File: config.mk
export PLATFORM = sky130hd
export DESIGN_NAME = tictactoe_move_engine
export DESIGN_NICKNAME = d
export VERILOG_FILES = /design/src/rtl/tictactoe_move_engine.sv
export SDC_FILE = /design/constraint.sdc
export NUM_CORES = 1
export LEC_CHECK = 0
export BUFFER_PORTS_ARGS = -buffer_cell sky130_fd_sc_hd__buf_2
export CAP_MARGIN = 20
export CORE_MARGIN = 3
export CORE_UTILIZATION = 45
export DETAILED_ROUTE_END_ITERATION = 12
export GPL_TIMING_DRIVEN = 0
export HOLD_SLACK_MARGIN = 0.02
export PLACE_DENSITY = 0.67
export SLEW_MARGIN = 20
export SYNTH_ARGS = -nofsm -noshare
export SYNTH_HDL_FRONTEND = slang
export SYNTH_SLANG_ARGS = --single-unit
File: constraint.sdc
create_clock -name clk -period 2.7 [get_ports clk]
set_input_delay 0.135 -clock clk [delete_from_list [all_inputs] [get_ports clk]]
set_output_delay 0.135 -clock clk [all_outputs]
set_load 0.005 [all_outputs]
File: src/rtl/tictactoe_move_engine.sv
// Tic-tac-toe move engine: validates one move per request, writes the mark,
// then evaluates win/draw on the following cycle and passes the turn or ends the game.
module tictactoe_move_engine (
   input  logic        clk,
   input  logic        reset,
   input  logic        move_valid,
   input  logic [3:0]  move_pos,
   output logic        move_ready,
   output logic        move_ack,
   output logic        move_err,
   output logic [17:0] board,
   output logic [1:0]  current_player,
   output logic [1:0]  winner,
   output logic        draw,
   output logic        game_over
);

   typedef enum logic [1:0] {IDLE, CHECK, OVER} state_t;

   // One 9-bit cell mask per winning line, bit i = cell i.
   localparam logic [7:0][8:0] WIN_MASK = {
      9'h054, 9'h111, 9'h124, 9'h092,
      9'h049, 9'h1C0, 9'h038, 9'h007
   };

   state_t      state, state_nx;
   logic [17:0] board_nx;
   logic [1:0]  player_nx, winner_nx;
   logic        draw_nx, over_nx, ack_nx, err_nx;

   logic [1:0]  target;
   logic [8:0]  mine, occ;
   logic        win, full;

   always_comb begin
      target = 2'b00;
      mine   = '0;
      occ    = '0;
      win    = 1'b0;
      for (int i = 0; i < 9; i++) begin
         if (move_pos == 4'(i)) target = board[2*i +: 2];
         mine[i] = (board[2*i +: 2] == current_player);
         occ[i]  = |board[2*i +: 2];
      end
      for (int l = 0; l < 8; l++)
         if ((mine & WIN_MASK[l]) == WIN_MASK[l]) win = 1'b1;
      full = &occ;
   end

   always_comb begin
      state_nx   = state;
      board_nx   = board;
      player_nx  = current_player;
      winner_nx  = winner;
      draw_nx    = draw;
      over_nx    = game_over;
      ack_nx     = 1'b0;
      err_nx     = 1'b0;
      move_ready = (state == IDLE);
      case (state)
         IDLE: begin
            if (move_valid) begin
               if (move_pos > 4'd8 || target != 2'b00) begin
                  err_nx = 1'b1;
               end else begin
                  for (int i = 0; i < 9; i++)
                     if (move_pos == 4'(i)) board_nx[2*i +: 2] = current_player;
                  state_nx = CHECK;
               end
            end
         end
         CHECK: begin
            ack_nx = 1'b1;
            // Win is tested before full so a ninth-move win is not a draw.
            if (win) begin
               winner_nx = current_player;
               over_nx   = 1'b1;
               state_nx  = OVER;
            end else if (full) begin
               draw_nx  = 1'b1;
               over_nx  = 1'b1;
               state_nx = OVER;
            end else begin
               player_nx = ~current_player;
               state_nx  = IDLE;
            end
         end
         OVER:    state_nx = OVER;
         default: state_nx = IDLE;
      endcase
   end

   always_ff @(posedge clk or posedge reset) begin
      if (reset) begin
         state          <= IDLE;
         board          <= '0;
         current_player <= 2'b01;
         winner         <= 2'b00;
         draw           <= 1'b0;
         game_over      <= 1'b0;
         move_ack       <= 1'b0;
         move_err       <= 1'b0;
      end else begin
         state          <= state_nx;
         board          <= board_nx;
         current_player <= player_nx;
         winner         <= winner_nx;
         draw           <= draw_nx;
         game_over      <= over_nx;
         move_ack       <= ack_nx;
         move_err       <= err_nx;
      end
   end

endmodule

==> metrics <==
outcome=completed; DIE WIDTH=67.1 um; Overall Power=811 uW; Post-synth ARST share=100%; vias=1545; Leak=0.973 nW; Max Slew Vio Count=0; Yosys Warn Count=0; GRT Resource Usage Total=20.4%; post-route ant nets=0; Hold Path Class=in -> reg; first-pass GRT wire length=6.91 mm; #FFs+latches synth=28; Max Clk Rate=461 MHz; CTS sink cnt=28; RSZ-0062 raised after global routing=no; vias in the first global route=1439; Final Hold Fails=0; total wire length=4.16 mm; top cells by area, synth=dfrtp_1 40%, o21bai_1 5.8%, and3_1 4.5%, nor3_1 4.2%, xor2_1 4.2%; Clock Tree Buf Depth=2; core area=3470 sq um; worst endpoint required time=2.87 ns; final worst-path cycle share=80.3%; Yosys top cell by area=dfrtp_1; TNS Setup=0 ns; vias per cell=6.06; Post-synth top cells=27 x dfrtp_1, 14 x nor3_1, 13 x o21bai_1; synthesis-to-layout area growth=16.5%; Yosys cell types=43; Post-Syn Area=1680 sq um; largest net degree at the start of global routing=29; CTS root buf=clkbuf_8; num rows=21; Worst Max-Slew Pin Slew=0.585 ns; hold slack=0.177 ns; Mapped Cells=173; crit-path max FO=10; Die Y=67.1 um; worst path arrival time=2.34 ns; DRT Pass-1 Iters=5; Syn Nets=180; Synth top area share=40.2%; total die area=4510 sq um; initial antenna violation count=0; Seq/Total Area, Yosys=41.7%; share of cells above drive strength 1=26.8%; Pwr per Cell Area=414 nW/um^2; Final setup viols=0; Remaining Overflow, GRT=0; post-route cell area=1960 sq um; post-layout minimum cycle time=2.17 ns; Inserted Diodes=0; max-cap violation count=0; Final Core Density=56.5%; DR iter-0 viols=120; Initial Utilization=48.5%; CTS H-tree depth=1; final cell count without fillers=255; total CTS buffers=3; clk_skew=0.00227 ns; routed len/inst=16.3 um; dpl hpwl=3.05 mm; syn_area_per_cell=9.72 sq um; pre-CTS setup slack=0.558 ns; peak supply drop=0.263 mV; clock-pin slew on the worst setup and hold paths=0.09 ns; CP endpoint kind=register; DRC viols=0; count leader, synth=dfrtp_1; min setup slack post-route=0.531 ns; placed cell count=250; Synth Flop Type=dfrtp_1; EDFF count, synth=0; post-CTS resize count=0; IO buf count=31; TritonCTS clock tree=done; nets=217; worst skew pair latency=0.28 ns; Setup crit start kind=register; WS Path Type=reg -> reg; DP Area=1890 sq um; I/O Pins=34; fill count=331; gpl congestion=0.985; slew margin rel.=60.9%
-- worst paths after layout --
kind                                                    start               endpoint  slack [ns]  depth (start not counted)
worst max-delay path            current_player[0]$_DFFE_PP1P_  winner[1]$_DFFE_PP0P_        0.53                          7
worst min-delay path                              move_pos[3]  board[17]$_DFFE_PP0P_        0.18                          2
worst max register to register  current_player[0]$_DFFE_PP1P_  winner[1]$_DFFE_PP0P_        0.53                          7
worst min register to register               draw$_DFFE_PP0P_       draw$_DFFE_PP0P_        0.47                          1
max in group asynchronous                               reset       draw$_DFFE_PP0P_        1.87                          3
min in group asynchronous                               reset  board[16]$_DFFE_PP0P_        0.45                          3
-- layout make-up --
cell class / instances / area (sq um) / area share, %
multi-input cells: 126 / 881 / 45.0
flip-flops and latches: 28 / 702 / 35.8
repair buffers: 32 / 165 / 8.43
plain buffers: 12 / 72.6 / 3.70
well taps: 46 / 57.6 / 2.94
clock buffers: 4 / 55.1 / 2.81
inverters: 7 / 26.3 / 1.34
-- placed cells by master, fill, tap and decap left out, drive strengths merged, types with 2 or more instances in the layout --
cell type and count:
buf 39, dfrtp 27, nor3 15, o21bai 13, and3 12, o22ai 8
xor2 8, nor2 8, clkbuf 8, inv 7, nand3 6, nand2 5
nand2b 4, nand4 4, o31ai 4, a21oi 4, nor2b 3, or4 3
a221oi 3, a211oi 3, or2 3, nor4 2, and2 2, a41o 2
or3 2, xnor2 2, mux2 2
-- cell families after synthesis --
logic type / count (synthesis) / share of synthesized area [%]
buf+inv: 19 / 5.88
compound gates: 43 / 20.8
simple gates: 70 / 23.7
xor+xnor: 10 / 5.21
mux: 3 / 2.68
flops: 28 / 41.7
-- worst max-delay path, cell delays in order, from the launching register on --
cell,delay (ns)
dfstp_2,0.62
buf_4,0.20
buf_4,0.21
nand4_1,0.12
a221oi_2,0.30
nor2_2,0.12
a21oi_4,0.17
mux2_1,0.33
-- per-layer routing --
| layer | vias up | track usage [%] | share of wire [%] |
|---|---|---|---|
| met5 | - | 0 | 0 |
| met4 | 0 | 6.84 | 1.4 |
| met3 | 5 | 3.00 | 4.5 |
| met2 | 49 | 33.9 | 49 |
| met1 | 780 | 27.2 | 45 |
| li1 | 711 | - | - |
-- power breakdown --
part	internal (mW)	switching [mW]	leakage, nW
Clock	0.131	0.131	0.0288
Combinational	0.0432	0.0620	0.586
Sequential	0.436	0.00845	0.358
-- sequential cells by signal (all words and copies together), names as in the netlist --
name and count:
winner 2, board 18, draw 1, move_err 1, current_player 2, game_over 1
move_ack 1, state 2
-- what timing repair did --
item / CTS / global route
setup endpoints to repair: 0 / 0
hold buffers: 0 / 1
setup buffers: 0 / 0
hold endpoints to repair: 0 / 27
No activity file was read; power rests on OpenSTA's default activity.
